**config.mk**
```make
export PLATFORM = sky130hd
export DESIGN_NAME = mcycle_ctrl_flat
export DESIGN_NICKNAME = d
export VERILOG_FILES = /design/src/rtl/mcycle_ctrl_pkg.sv /design/src/rtl/mcycle_ctrl_if.sv /design/src/rtl/mcycle_ctrl_decode.sv /design/src/rtl/mcycle_ctrl.sv /design/src/flat_wrapper.sv
export SDC_FILE = /design/constraint.sdc
export NUM_CORES = 1
export LEC_CHECK = 0
export ABC_CLOCK_PERIOD_IN_PS = 1700
export BUFFER_PORTS_ARGS = -buffer_cell sky130_fd_sc_hd__buf_2
export CAP_MARGIN = 20
export CORE_MARGIN = 2
export CORE_UTILIZATION = 48
export CTS_CLUSTER_SIZE = 8
export DETAILED_ROUTE_END_ITERATION = 12
export PLACE_DENSITY = 0.79
export SYNTH_ARGS = -nofsm -noshare
export SYNTH_HDL_FRONTEND = slang
export SYNTH_SLANG_ARGS = --single-unit
```
**constraint.sdc**
```tcl
create_clock -name clk -period 1.7 [get_ports clk]
set_input_delay 0.255 -clock clk [delete_from_list [all_inputs] [get_ports clk]]
set_output_delay 0.255 -clock clk [all_outputs]
set_load 0.05 [all_outputs]
```
**src/rtl/mcycle_ctrl_pkg.sv**
```systemverilog
// Shared definitions for the multi-cycle MIPS control unit:
// state/class encodings, opcode/funct values and ALU op codes.
package mcycle_ctrl_pkg;

  typedef enum logic [2:0] {
    S_FETCH  = 3'd0,
    S_DECODE = 3'd1,
    S_EXEC   = 3'd2,
    S_MEM    = 3'd3,
    S_WB     = 3'd4,
    S_HALT   = 3'd5
  } state_e;

  typedef enum logic [3:0] {
    C_RALU = 4'd0,
    C_IALU = 4'd1,
    C_LW   = 4'd2,
    C_SW   = 4'd3,
    C_J    = 4'd4,
    C_JAL  = 4'd5,
    C_JR   = 4'd6,
    C_BEQ  = 4'd7,
    C_BAD  = 4'd8
  } cls_e;

  localparam logic [5:0] OP_RTYPE = 6'h00;
  localparam logic [5:0] OP_J     = 6'h02;
  localparam logic [5:0] OP_JAL   = 6'h03;
  localparam logic [5:0] OP_BEQ   = 6'h04;
  localparam logic [5:0] OP_ADDI  = 6'h08;
  localparam logic [5:0] OP_ADDIU = 6'h09;
  localparam logic [5:0] OP_ANDI  = 6'h0C;
  localparam logic [5:0] OP_ORI   = 6'h0D;
  localparam logic [5:0] OP_LUI   = 6'h0F;
  localparam logic [5:0] OP_LW    = 6'h23;
  localparam logic [5:0] OP_SW    = 6'h2B;

  localparam logic [5:0] FN_JR    = 6'h08;
  localparam logic [5:0] FN_ADD   = 6'h20;
  localparam logic [5:0] FN_ADDU  = 6'h21;
  localparam logic [5:0] FN_SUBU  = 6'h23;
  localparam logic [5:0] FN_AND   = 6'h24;
  localparam logic [5:0] FN_OR    = 6'h25;
  localparam logic [5:0] FN_SLT   = 6'h2A;

  localparam logic [5:0] ALU_NOP  = 6'h00;
  localparam logic [5:0] ALU_LUI  = 6'h0F;
  localparam logic [5:0] ALU_ADD  = 6'h20;
  localparam logic [5:0] ALU_ADDU = 6'h21;
  localparam logic [5:0] ALU_SUBU = 6'h23;
  localparam logic [5:0] ALU_AND  = 6'h24;
  localparam logic [5:0] ALU_OR   = 6'h25;
  localparam logic [5:0] ALU_SLT  = 6'h2A;

  typedef struct packed {
    cls_e       cls;
    logic [5:0] alu;
    logic       s_ext;
    logic       s_b;
  } dec_t;

  // Classes that finish in EXEC (control transfers).
  function automatic logic ends_in_exec(cls_e c);
    return (c == C_J) || (c == C_JAL) ||
           (c == C_JR) || (c == C_BEQ);
  endfunction

endpackage

```
**src/rtl/mcycle_ctrl_if.sv**
```systemverilog
// Instruction/data memory handshake bundle.
// master = control unit, slave = memory side.
interface mcycle_ctrl_if;
  logic imem_req;
  logic imem_ready;
  logic dmem_req;
  logic dmem_ready;
  logic mem_write;

  modport master (
    output imem_req,
    output dmem_req,
    output mem_write,
    input  imem_ready,
    input  dmem_ready
  );

  modport slave (
    input  imem_req,
    input  dmem_req,
    input  mem_write,
    output imem_ready,
    output dmem_ready
  );
endinterface

```
**src/rtl/mcycle_ctrl_decode.sv**
```systemverilog
// Combinational instruction classifier.
// Yields the class plus the EXEC-phase ALU/operand selects.
module mc_decode
  import mcycle_ctrl_pkg::*;
(
  input  logic [5:0] op_i,
  input  logic [5:0] funct_i,
  output dec_t       dec_o
);

  // Map opcode/funct onto class and EXEC selects.
  always_comb begin
    dec_o = '{cls: C_BAD, alu: ALU_NOP,
              s_ext: 1'b0, s_b: 1'b0};
    unique case (op_i)
      OP_RTYPE: begin
        dec_o.cls = C_RALU;
        unique case (funct_i)
          FN_ADDU: dec_o.alu = ALU_ADDU;
          FN_SUBU: dec_o.alu = ALU_SUBU;
          FN_ADD:  dec_o.alu = ALU_ADD;
          FN_AND:  dec_o.alu = ALU_AND;
          FN_OR:   dec_o.alu = ALU_OR;
          FN_SLT:  dec_o.alu = ALU_SLT;
          FN_JR:   dec_o.cls = C_JR;
          default: dec_o.cls = C_BAD;
        endcase
      end
      OP_ADDI: dec_o = '{C_IALU, ALU_ADD, 1'b1, 1'b1};
      OP_ADDIU: dec_o = '{C_IALU, ALU_ADDU, 1'b1, 1'b1};
      OP_ANDI: dec_o = '{C_IALU, ALU_AND, 1'b0, 1'b1};
      OP_ORI:  dec_o = '{C_IALU, ALU_OR, 1'b0, 1'b1};
      OP_LUI:  dec_o = '{C_IALU, ALU_LUI, 1'b0, 1'b1};
      OP_LW:   dec_o = '{C_LW, ALU_ADDU, 1'b1, 1'b1};
      OP_SW:   dec_o = '{C_SW, ALU_ADDU, 1'b1, 1'b1};
      OP_J:    dec_o.cls = C_J;
      OP_JAL:  dec_o.cls = C_JAL;
      OP_BEQ:  dec_o = '{C_BEQ, ALU_SUBU, 1'b1, 1'b0};
      default: dec_o.cls = C_BAD;
    endcase
  end

endmodule

```
**src/rtl/mcycle_ctrl.sv**
```systemverilog
// Multi-cycle MIPS control FSM with memory wait timeout.
// Outputs are decoded combinationally from the current state.
module mcycle_ctrl
  import mcycle_ctrl_pkg::*;
#(
  parameter int MEM_TIMEOUT = 16
) (
  input  logic        clk,
  input  logic        rst,
  input  logic [31:0] instruction,
  input  logic        zero,
  mcycle_ctrl_if.master mem,
  output logic        pc_write,
  output logic        ir_write,
  output logic [5:0]  alu_ctrl,
  output logic        s_ext,
  output logic        s_b,
  output logic        reg_write,
  output logic [1:0]  s_num_write,
  output logic [1:0]  s_data_write,
  output logic [1:0]  s_npc,
  output logic        retire,
  output logic        fault,
  output logic [2:0]  state
);

  localparam int CW = $clog2(MEM_TIMEOUT + 1);
  localparam logic [CW-1:0] LAST =
    CW'(MEM_TIMEOUT - 1);

  state_e        state_q, state_d;
  dec_t          dec_q, dec_d, dec_w;
  logic [CW-1:0] cnt_q, cnt_d;
  logic          fault_q, fault_d;
  logic          unused_bits;

  assign unused_bits = ^instruction[25:6];

  mc_decode u_dec (
    .op_i    (instruction[31:26]),
    .funct_i (instruction[5:0]),
    .dec_o   (dec_w)
  );

  // Next state, wait counter and sticky fault.
  always_comb begin
    state_d = state_q;
    dec_d   = dec_q;
    cnt_d   = '0;
    fault_d = fault_q;
    unique case (state_q)
      S_FETCH: begin
        if (mem.imem_ready) begin
          state_d = S_DECODE;
        end else if (cnt_q == LAST) begin
          state_d = S_HALT;
          fault_d = 1'b1;
        end else begin
          cnt_d = cnt_q + CW'(1);
        end
      end
      S_DECODE: begin
        dec_d = dec_w;
        if (dec_w.cls == C_BAD) begin
          state_d = S_HALT;
          fault_d = 1'b1;
        end else begin
          state_d = S_EXEC;
        end
      end
      S_EXEC: begin
        unique case (dec_q.cls)
          C_RALU, C_IALU: state_d = S_WB;
          C_LW, C_SW:     state_d = S_MEM;
          default:        state_d = S_FETCH;
        endcase
      end
      S_MEM: begin
        if (mem.dmem_ready) begin
          state_d = (dec_q.cls == C_SW) ?
                    S_FETCH : S_WB;
        end else if (cnt_q == LAST) begin
          state_d = S_HALT;
          fault_d = 1'b1;
        end else begin
          cnt_d = cnt_q + CW'(1);
        end
      end
      S_WB:   state_d = S_FETCH;
      S_HALT: state_d = S_HALT;
      default: begin
        state_d = S_HALT;
        fault_d = 1'b1;
      end
    endcase
  end

  // State, decoded class, counter and fault registers.
  always_ff @(posedge clk or posedge rst) begin
    if (rst) begin
      state_q <= S_FETCH;
      dec_q   <= '0;
      cnt_q   <= '0;
      fault_q <= 1'b0;
    end else begin
      state_q <= state_d;
      dec_q   <= dec_d;
      cnt_q   <= cnt_d;
      fault_q <= fault_d;
    end
  end

  // Datapath controls decoded from the current state.
  always_comb begin
    mem.imem_req  = 1'b0;
    mem.dmem_req  = 1'b0;
    mem.mem_write = 1'b0;
    pc_write      = 1'b0;
    ir_write      = 1'b0;
    alu_ctrl      = ALU_NOP;
    s_ext         = 1'b0;
    s_b           = 1'b0;
    reg_write     = 1'b0;
    s_num_write   = 2'b00;
    s_data_write  = 2'b00;
    s_npc         = 2'b00;
    retire        = 1'b0;
    unique case (state_q)
      S_FETCH: begin
        mem.imem_req = 1'b1;
        if (mem.imem_ready) begin
          ir_write = 1'b1;
          pc_write = 1'b1;
        end
      end
      S_EXEC: begin
        alu_ctrl = dec_q.alu;
        s_ext    = dec_q.s_ext;
        s_b      = dec_q.s_b;
        retire   = ends_in_exec(dec_q.cls);
        unique case (dec_q.cls)
          C_J: begin
            pc_write = 1'b1;
            s_npc    = 2'b01;
          end
          C_JR: begin
            pc_write = 1'b1;
            s_npc    = 2'b10;
          end
          C_JAL: begin
            pc_write     = 1'b1;
            s_npc        = 2'b01;
            reg_write    = 1'b1;
            s_num_write  = 2'b10;
            s_data_write = 2'b10;
          end
          C_BEQ: begin
            pc_write = zero;
            s_npc    = 2'b11;
          end
          default: ;
        endcase
      end
      S_MEM: begin
        mem.dmem_req  = 1'b1;
        mem.mem_write = (dec_q.cls == C_SW);
        retire = mem.dmem_ready &&
                 (dec_q.cls == C_SW);
      end
      S_WB: begin
        reg_write = 1'b1;
        retire    = 1'b1;
        if (dec_q.cls == C_RALU)
          s_num_write = 2'b01;
        if (dec_q.cls == C_LW)
          s_data_write = 2'b01;
      end
      default: ;
    endcase
  end

  assign fault = fault_q;
  assign state = state_q;

endmodule

```
**src/flat_wrapper.sv**
```systemverilog
// flat-port wrapper written by rule: the top's interface ports become plain ports
module mcycle_ctrl_flat import mcycle_ctrl_pkg::*;
#(
  parameter int MEM_TIMEOUT = 16
)
  (clk, rst, instruction, zero, pc_write, ir_write, alu_ctrl, s_ext, s_b, reg_write, s_num_write, s_data_write, s_npc, retire, fault, state, mem_imem_req, mem_dmem_req, mem_mem_write, mem_imem_ready, mem_dmem_ready);
  mcycle_ctrl_if mem_i ();
  input  logic clk;
  input  logic rst;
  input  logic [31:0] instruction;
  input  logic zero;
  output logic pc_write;
  output logic ir_write;
  output logic [5:0] alu_ctrl;
  output logic s_ext;
  output logic s_b;
  output logic reg_write;
  output logic [1:0] s_num_write;
  output logic [1:0] s_data_write;
  output logic [1:0] s_npc;
  output logic retire;
  output logic fault;
  output logic [2:0] state;
  output wire logic [$bits(mem_i.imem_req)-1:0] mem_imem_req;
  output wire logic [$bits(mem_i.dmem_req)-1:0] mem_dmem_req;
  output wire logic [$bits(mem_i.mem_write)-1:0] mem_mem_write;
  input wire logic [$bits(mem_i.imem_ready)-1:0] mem_imem_ready;
  input wire logic [$bits(mem_i.dmem_ready)-1:0] mem_dmem_ready;
  assign mem_imem_req = mem_i.imem_req;
  assign mem_dmem_req = mem_i.dmem_req;
  assign mem_mem_write = mem_i.mem_write;
  assign mem_i.imem_ready = mem_imem_ready;
  assign mem_i.dmem_ready = mem_dmem_ready;
  mcycle_ctrl #(.MEM_TIMEOUT(MEM_TIMEOUT)) u_core (.clk(clk), .rst(rst), .instruction(instruction), .zero(zero), .mem(mem_i), .pc_write(pc_write), .ir_write(ir_write), .alu_ctrl(alu_ctrl), .s_ext(s_ext), .s_b(s_b), .reg_write(reg_write), .s_num_write(s_num_write), .s_data_write(s_data_write), .s_npc(s_npc), .retire(retire), .fault(fault), .state(state));
endmodule
```
==> results of run 1 <==
## layer usage
metal  global-route usage  vias to the layer above  share of wire
met1                0.282                      743           0.41
li1                     -                      775              -
met5                    0                        -              0
met4               0.0745                        0          0.020
met3               0.0128                        9          0.031
met2                0.413                       41           0.54
## state kept, by name, indices dropped and copies added, names as in the netlist
register,cells
u_core.dec_q,11
u_core.cnt_q,5
u_core.state,3
u_core.fault,1
## worst reg2reg max path, delay by kind of cell (launching register included)
kind / cells / cell delay [ns]
and+or+nand+nor: 2 / 0.55
AOI/OAI and AO/OA: 2 / 0.31
buffers and inverters: 2 / 0.23
DFF: 1 / 0.43
## worst max path at each step
stage	from	end	slack, ns	cells past startpoint
after global placement	u_core.state[2]	reg_write	-0.02	6
after CTS	u_core.state[2]	reg_write	-0.30	6
after floorplan	u_core.state[2]	s_num_write[1]	-0.72	6
after detailed placement	u_core.state[2]	reg_write	-0.04	6
final	u_core.state[2]	pc_write	-0.34	7
after global routing	u_core.state[2]	reg_write	-0.44	6
## cells in the mapped netlist, types with 5 or more instances
cell type  count
nand3_1        9
buf_4          5
a21oi_1        8
o21ai_0       15
nor2_1        14
dfrtp_1       20
nor3_1        12
inv_1          7
nand2b_1       7
and2_1         8
nand2_1       15
## power breakdown
part	switching (mW)	internal (mW)
combinational	0.0788	0.0461
sequential	0.000481	0.476
clock	0.168	0.239
total	0.247	0.762
## cell type report
cell class | instances | area share
Inverter | 7 | 0.0116
Multi-Input combinational cell | 146 | 0.460
Timing Repair Buffer | 65 | 0.258
Tap cell | 44 | 0.0244
Sequential cell | 20 | 0.223
Clock buffer | 3 | 0.00998
Clock inverter | 1 | 0.0133
## kinds of logic after synthesis
group | count (synthesis) | synth area share
DFF | 20 | 0.326
xor gates and xnor gates | 3 | 0.0171
buffers and inverters | 19 | 0.0791
other | 1 | 0.00244
and+or+nand+nor | 89 | 0.330
adders and majority gates | 1 | 0.00816
muxes | 2 | 0.0131
AOI/OAI and AO/OA | 50 | 0.223
## timing repair
| action | CTS | global route |
|---|---|---|
| hold buffers | 1 | 0 |
| cloned | 0 | 1 |
| endpoints found under the setup margin | 19 | 20 |
| pin swaps | 7 | 2 |
| endpoints found under the hold margin | 20 | 0 |
| gates resized for setup | 54 | 14 |
| setup buffers | 5 | 10 |
==> run summary, run 1 <==
Setup TNS - -3.83 ns
Hold Crit Start - mem_imem_ready
dpl ws - -0.0393 ns
cts bufs inserted - 3
core area - 3050 um^2
CP required - 1.44 ns
HP Class - input port to register
Post-layout nets - 281
Post-synth EDFFs - 0
synthesis warning total - 0
Placed Cells - 268
CP Cell Sequence - and2b_1 > and2b_2 > nand3b_1 > buf_6 > buf_4 > o21bai_4 > buf_8
most common cell after layout, fill and taps aside - buf_2
root buf cell - clkbuf_4
total track usage - 0.225
Crit path max-delay family - simple AND/OR/NAND/NOR gates
Iter 0 DRT Violations - 61
final number of setup-violating endpoints - 19
synthesized area per cell - 8.29 um^2
cell area after placement - 1860 um^2
GPL Wtd Cong - 0.879
sequential standard cell area - 504 um^2
die area - 3660 um^2
Min Hold Slack - 0.260 ns
most frequent cells in the layout - 20 x buf_2, 19 x buf_4, 17 x dfrtp_1, 15 x o21ai_0, 15 x buf_6
WL/cell - 14.6 um
vias per cell - 5.48
post-synthesis sequential area ratio - 0.326
Die W - 60.5 um
clk_lat worst skew - 0.33 ns
Crit-path slowest cell - dfrtp_2
I/O Pins - 62
hold depth - 3
Antenna Nets Post-Route - 0
fill cell count - 238
max incr delay on CP - 0.42 ns
slack of the critical path - -0.338 ns
Lkg Pwr - 1.02 nW
clock sink total - 20
Yosys cell types - 54
area of the multi-input gates - 1040 um^2
Hold Vio Cnt, Final - 0
critical-path maximum fanout - 6
DR pass1 iterations - 4
antenna cells - 0
top cells by area, synth - dfrtp_1 33%, o21ai_0 4.9%, nor3_1 3.9%, nand2_1 3.7%, nor2_1 3.4%
power per cell area - 447 nW/um^2
initial antenna violation count - 0
Total Power - 1.01 mW
first-pass GRT wire length - 6170 um
Final Skew - 0.00877 ns
post-synthesis instance total - 185
worst reg2reg path depth - 6
RR Startpoint - u_core.state[0]
Pins Over Slew Limit - 0
fin area - 2260 um^2
Area growth, synth to finish - 47.1%
reg2reg setup slack - 0.09 ns
crit end category - output port
startpoint type of the worst setup path - register
# DRC - 0
row count - 20
fin cells - 286
RR Endpoint - u_core.state[2]
clk buf depth - 2
max_cap viols - 0
gr ovfl total - 0
post-layout min period - 2.04 ns
status - finished, violations left
maximum clock frequency - 491 MHz
crit path DAT - 1.78 ns
share of flip-flops with an asynchronous set or reset - 1.00
peak supply drop - 0.279 mV
WP buf/inv - 3
layout cells sized above 1 - 0.434
Crit Path Class - register to output port
area leader, netlist - dfrtp_1
DR vias - 1,568
Initial Util - 0.502
H-tree Lvls - 1
post-synth net total - 223
Die Ht - 60.5 um
Worst-path clk slew - 0.13 ns
failing checks - setup timing
Finished Core Util - 0.739
vias in the first global route - 1,441
hpwl dp - 2750 um
WL final - 4170 um
RSZ-0062 raised after global routing - yes
CTS tree - built
#FFs+latches synth - 20
Syn Std Cell Area - 1530 um^2
Yosys top cell area share - 0.326
port bufs - 40
Hold EP - u_core.state[0]
ys flop type - dfrtp_1
largest net degree at the start of global routing - 21
period utilization - 1.20
Note: power is estimated with default switching activity, not from simulation.
==> run 2: changes to the inputs <==
--- a/config.mk
+++ b/config.mk
@@ -8,11 +8,14 @@
 export ABC_CLOCK_PERIOD_IN_PS = 1700
 export BUFFER_PORTS_ARGS = -buffer_cell sky130_fd_sc_hd__buf_2
 export CAP_MARGIN = 20
+export CELL_PAD_IN_SITES_DETAIL_PLACEMENT = 1
+export CELL_PAD_IN_SITES_GLOBAL_PLACEMENT = 1
 export CORE_MARGIN = 2
-export CORE_UTILIZATION = 48
+export CORE_UTILIZATION = 34
+export CTS_BUF_LIST = sky130_fd_sc_hd__clkbuf_8 sky130_fd_sc_hd__clkbuf_16
 export CTS_CLUSTER_SIZE = 8
 export DETAILED_ROUTE_END_ITERATION = 12
-export PLACE_DENSITY = 0.79
+export PLACE_DENSITY_LB_ADDON = 0.1
 export SYNTH_ARGS = -nofsm -noshare
 export SYNTH_HDL_FRONTEND = slang
 export SYNTH_SLANG_ARGS = --single-unit
==> run 2 against run 1 <==
Critical path depth down 1. Power increased by 7.3%. The flow still finishes with violations (setup timing). Critical path type unchanged. Final cell count is 0.35% lower.
==> run summary, run 2 (synthesis gave the netlist of run 1 again) <==
Min Hold Slack - 0.308 ns (+0.0480 ns)
DR pass1 iterations - 4 (unchanged)
vias in the first global route - 1,567 (+8.7%)
max incr delay on CP - 0.41 ns (about the same)
final number of setup-violating endpoints - 16 (-3)
post-layout min period - 1.95 ns (-0.0854 ns)
power per cell area - 507 nW/um^2 (+13%)
Die W - 71.2 um (+18%)
Top reg by flops - u_core.dec_q
DR vias - 1,533 (-2.2%)
period utilization - 1.15 (-0.0502)
crit end category - output port
Iter 0 DRT Violations - 32 (-48%)
CTS tree - built
layout cells sized above 1 - 0.412 (-0.0219)
CP required - 1.44 ns (about the same)
peak supply drop - 0.326 mV (+17%)
clk buf depth - 2 (unchanged)
fill cell count - 525 (+120%)
status - finished, violations left
Crit-path slowest cell - dfrtp_2
WL final - 4450 um (+6.8%)
max_cap viols - 0 (unchanged)
WP buf/inv - 2 (-1)
core area - 4350 um^2 (+43%)
reg2reg setup slack - 0.13 ns (+0.04 ns)
GPL Wtd Cong - 0.827 (-5.9%)
Hold Crit Start - mem_imem_ready
Hold Vio Cnt, Final - 0 (unchanged)
critical-path maximum fanout - 6 (unchanged)
Post-layout nets - 272 (-3.2%)
total track usage - 0.188 (-0.0371)
WL/cell - 15.6 um (+7.2%)
row count - 24 (+20%)
Area growth, synth to finish - 39.2%
Initial Util - 0.352 (-0.150)
RSZ-0062 raised after global routing - yes
Worst-path clk slew - 0.08 ns (-0.05 ns)
Pins Over Slew Limit - 0 (unchanged)
Antenna Nets Post-Route - 0 (unchanged)
RR Startpoint - u_core.state[2]
most common cell after layout, fill and taps aside - buf_2
failing checks - setup timing
clock sink total - 20 (unchanged)
Lkg Pwr - 0.964 nW (-5.9%)
root buf cell - clkbuf_8
initial antenna violation count - 0 (unchanged)
first-pass GRT wire length - 7700 um (+25%)
Crit Path Class - register to output port
CP Launch Point - u_core.state[2]
gr ovfl total - 0 (unchanged)
slack of the critical path - -0.253 ns (+0.0854 ns)
CP Cell Sequence - and2b_1 > and2b_2 > nand3b_1 > buf_6 > o31ai_4 > buf_6
# DRC - 0 (unchanged)
Finished Core Util - 0.490 (-0.249)
Largest register FFs - 11 (unchanged)
Final Skew - 0.00500 ns (-0.00378 ns)
HP Class - input port to register
crit path DAT - 1.70 ns (-0.08 ns)
hpwl dp - 3590 um (+30%)
port bufs - 40 (unchanged)
most frequent cells in the layout - 21 x buf_2, 18 x buf_4, 17 x dfrtp_1, 15 x o21ai_0
Crit path max-delay family - simple AND/OR/NAND/NOR gates
maximum clock frequency - 512 MHz (+4.4%)
H-tree Lvls - 1 (unchanged)
largest net degree at the start of global routing - 16 (-24%)
antenna cells - 0 (unchanged)
cts bufs inserted - 3 (unchanged)
die area - 5070 um^2 (+38%)
clk_lat worst skew - 0.26 ns (-0.07 ns)
I/O Pins - 62 (unchanged)
vias per cell - 5.38 (-1.9%)
Setup TNS - -2.26 ns (+1.56 ns)
CP dominant cell by count - buf_6
Die Ht - 71.2 um (+18%)
startpoint type of the worst setup path - register
run 2: changes by cell type in the layout (fill, tap and decap cells not counted), moves of 2 or more:
cell	before	now
and2_4	5	2
and2_2	3	6
buf_8	9	3
clkbuf_8	0	3
clkbuf_4	3	0
nor2_1	12	10
nor2_2	2	4
buf_6	15	13
run 2: worst paths after layout:
check / end / depth (start not counted)
setup reg to reg: u_core.fault / 6
max in group asynchronous: u_core.state[0] / 4
hold / removal: u_core.state[0] / 3
setup / recovery: reg_write / 6
min in group asynchronous: u_core.dec_q[7] / 3
hold reg to reg: u_core.dec_q[2] / 1
run 2: timing repair:
item,CTS,global route
hold buffers,1,0
setup endpoints to repair,19,21
gates cloned,0,0
pin swaps,0,1
hold endpoints to repair,6,0
resized for setup,36,13
buffers inserted,1,2
run 2: per-stage QoR:
stage	total power, mW	area [um^2]	worst slack (ns)	cells
after floorplan	0.570	1630	-0.717	185
after global placement	0.610	1880	-0.0483	277
after detailed placement	0.613	1880	-0.0485	277
after CTS	1.09	2080	-0.252	283
after global routing	1.13	2130	-0.334	285
final	1.08	2130	-0.253	285
run 2: layout make-up:
type / instances / area [um^2] / share of cell area
Timing Repair Buffer: 56 / 442 / 0.207
Clock buffer: 3 / 41.3 / 0.0193
Tap cell: 52 / 65.1 / 0.0305
Multi-Input combinational cell: 146 / 1030 / 0.481
Clock inverter: 1 / 30.0 / 0.0141
Sequential cell: 20 / 504 / 0.236
Inverter: 7 / 26.3 / 0.0123
run 2: metal layers:
layer,vias up,global-route usage,wire length (um),share of wire
li1,752,-,-,-
met1,748,0.237,1920,0.43
met2,29,0.340,2370,0.53
met3,4,0.0228,122,0.027
met4,0,0.0440,39,0.0088
met5,-,0,0,0
run 2: report_power, final:
group	internal (mW)	total, mW	switching (mW)	leakage, nW
clock	0.315	0.479	0.164	0.0357
combinational	0.0475	0.128	0.0805	0.688
sequential	0.476	0.476	0.000364	0.240
total	0.838	1.08	0.245	0.964
run 2: tightest hold or removal path: cells and delay by family:
kind | cells | cell delay (ns)
AOI/OAI and AO/OA | 1 | 0.09
buffers and inverters | 1 | 0.11
and+or+nand+nor | 1 | 0.08
==> run 3: changes to the inputs <==
--- a/config.mk
+++ b/config.mk
@@ -15,6 +15,7 @@
 export CTS_BUF_LIST = sky130_fd_sc_hd__clkbuf_8 sky130_fd_sc_hd__clkbuf_16
 export CTS_CLUSTER_SIZE = 8
 export DETAILED_ROUTE_END_ITERATION = 12
+export MAX_ROUTING_LAYER = met4
 export PLACE_DENSITY_LB_ADDON = 0.1
 export SYNTH_ARGS = -nofsm -noshare
 export SYNTH_HDL_FRONTEND = slang
==> run 3 against run 2 <==
Register-to-register slack worse by 0.06 ns. Cell area is 5.0% higher. Worst setup slack worse by 0.082 ns. Critical path type unchanged. Die area stayed put. Final cell count is 1.8% higher. Highest routed layer unchanged. The flow still finishes with violations (setup timing). Non-clock buffer count is 5 higher. Flip-flop and latch count stayed put. Clock-buffer cell count stayed put. Clock power is 1% higher. Largest cell class unchanged.
==> run summary, run 3 (synthesis gave the netlist of run 1 again) <==
CP dominant cell by count - buf_6
worst reg2reg path depth - 7 (+1)
initial antenna violation count - 0 (unchanged)
hpwl dp - 3560 um (-0.73%)
CP required - 1.44 ns (about the same)
max incr delay on CP - 0.41 ns (about the same)
Hold EP - u_core.state[1]
critical-path maximum fanout - 6 (unchanged)
CP Cell Sequence - and2b_1 > and2b_2 > nand3b_1 > buf_6 > o31ai_4 > buf_6
Hold Crit Start - mem_dmem_ready
status - finished, violations left
root buf cell - clkbuf_8
vias per cell - 5.41 (+0.52%)
row count - 24 (unchanged)
largest net degree at the start of global routing - 16 (unchanged)
Die Ht - 71.2 um (unchanged)
WL final - 5020 um (+13%)
Pins Over Slew Limit - 0 (unchanged)
peak supply drop - 0.264 mV (-19%)
WL/cell - 17.3 um (+11%)
post-layout min period - 2.03 ns (+0.0820 ns)
Hold Vio Cnt, Final - 0 (unchanged)
maximum clock frequency - 491 MHz (-4.0%)
HP Class - input port to register
GPL Wtd Cong - 0.816 (-1.3%)
max_cap viols - 0 (unchanged)
Final Skew - 0.0113 ns (+0.00631 ns)
I/O Pins - 62 (unchanged)
layout cells sized above 1 - 0.429 (+0.0166)
Initial Util - 0.352 (unchanged)
antenna cells - 0 (unchanged)
crit path DAT - 1.78 ns (+0.08 ns)
crit end category - output port
Die W - 71.2 um (unchanged)
Crit Path Class - register to output port
Worst-path clk slew - 0.08 ns (about the same)
first-pass GRT wire length - 7710 um (about the same)
Largest register FFs - 11 (unchanged)
fin area - 2240 um^2 (+5.0%)
RR Startpoint - u_core.state[1]
core area - 4350 um^2 (unchanged)
failing checks - setup timing
most frequent cells in the layout - 20 x buf_2, 19 x buf_4, 17 x dfrtp_1, 15 x o21ai_0, 13 x nand2_1
clock sink total - 20 (unchanged)
gr ovfl total - 0 (unchanged)
cts bufs inserted - 3 (unchanged)
startpoint type of the worst setup path - register
most common cell after layout, fill and taps aside - buf_2
Crit path max-delay family - simple AND/OR/NAND/NOR gates
clk buf depth - 2 (unchanged)
H-tree Lvls - 1 (unchanged)
RR Endpoint - u_core.state[2]
dpl ws - -0.0470 ns (+0.00148 ns)
die area - 5070 um^2 (unchanged)
Iter 0 DRT Violations - 22 (-31%)
RSZ-0062 raised after global routing - yes
Area growth, synth to finish - 46.2%
hold depth - 2 (-1)
vias in the first global route - 1,609 (+2.7%)
port bufs - 40 (unchanged)
DR vias - 1,568 (+2.3%)
slack of the critical path - -0.335 ns (-0.0820 ns)
Min Hold Slack - 0.293 ns (-0.0157 ns)
Crit-path slowest cell - dfrtp_2
reg2reg setup slack - 0.07 ns (-0.06 ns)
fill cell count - 520 (-0.95%)
Lkg Pwr - 1.01 nW (+4.9%)
DR pass1 iterations - 4 (unchanged)
WP buf/inv - 2 (unchanged)
Post-layout nets - 277 (+1.8%)
cell area after placement - 1870 um^2 (-0.40%)
# DRC - 0 (unchanged)
Antenna Nets Post-Route - 0 (unchanged)
period utilization - 1.20 (+0.0483)
clk_lat worst skew - 0.27 ns (about the same)
total track usage - 0.193 (+0.00513)
power per cell area - 487 nW/um^2 (-4.0%)
Setup TNS - -3.84 ns (-1.58 ns)
final number of setup-violating endpoints - 17 (+1)
CTS tree - built
Top reg by flops - u_core.dec_q
[run 3: cell types whose count changed in the layout (fill, tap and decap cells not counted)]
cell,before,now
buf_8,3,10
and2_2,6,0
and2_4,2,8
buf_6,13,11
buf_2,21,20
buf_4,18,19
nand3_2,2,1
nand3_4,0,1
nor3b_1,2,1
nor3b_2,0,1
or2_2,1,0
or2_4,0,1
[run 3: stage by stage]
stage | power (mW) | std cells | utilization
2_1_floorplan | 0.570 | 185 | -
3_3_place_gp | 0.611 | 276 | 0.430
3_5_place_dp | 0.614 | 276 | 0.430
4_1_cts | 1.10 | 282 | 0.477
5_1_grt | 1.15 | 290 | 0.515
6_report | 1.09 | 290 | 0.515
[run 3: layer usage]
| layer | wire length, um | GRT usage | share of wire |
|---|---|---|---|
| met1 | 2110 | 0.245 | 0.42 |
| met2 | 2770 | 0.335 | 0.55 |
| met3 | 104 | 0.0185 | 0.021 |
| met4 | 26 | 0.0356 | 0.0052 |
| met5 | 0 | - | 0 |
[run 3: final cells by class]
class                      count  area, um^2  area share
sequential                    20         504       0.225
clock inverter                 1        30.0      0.0134
clock buffer                   3        41.3      0.0184
inverter                       7        26.3      0.0117
multi-input combinational    146        1050       0.468
timing repair buffer          61         527       0.235
tap                           52        65.1      0.0290
[run 3: worst max path at each step]
stage	start	endpoint	depth (start not counted)
after floorplan	u_core.state[2]	s_num_write[1]	6
final	u_core.state[2]	reg_write	6
after CTS	u_core.state[2]	reg_write	6
after detailed placement	u_core.state[2]	reg_write	6
after global routing	u_core.state[2]	reg_write	6
after global placement	u_core.state[2]	reg_write	6
[run 3: worst register-to-register path, stage by stage (launching register included)]
cell and delay (ns):
dfrtp_2 0.43, buf_8 0.14, buf_4 0.15, buf_4 0.13, nor3_1 0.16, a21oi_1 0.06, or2_4 0.26, o311ai_2 0.21
[run 3: report_power, final]
part	internal, mW	total, mW	switching, mW
sequential	0.476	0.477	0.000444
clock	0.315	0.484	0.169
combinational	0.0475	0.131	0.0840
[run 3: timing repair]
action / 4_1_cts / 5_1_grt
hold buffers: 1 / 0
buffers inserted: 1 / 8
pin swaps: 0 / 10
endpoints found under the setup margin: 19 / 20
resized for setup: 37 / 34
endpoints found under the hold margin: 6 / 0
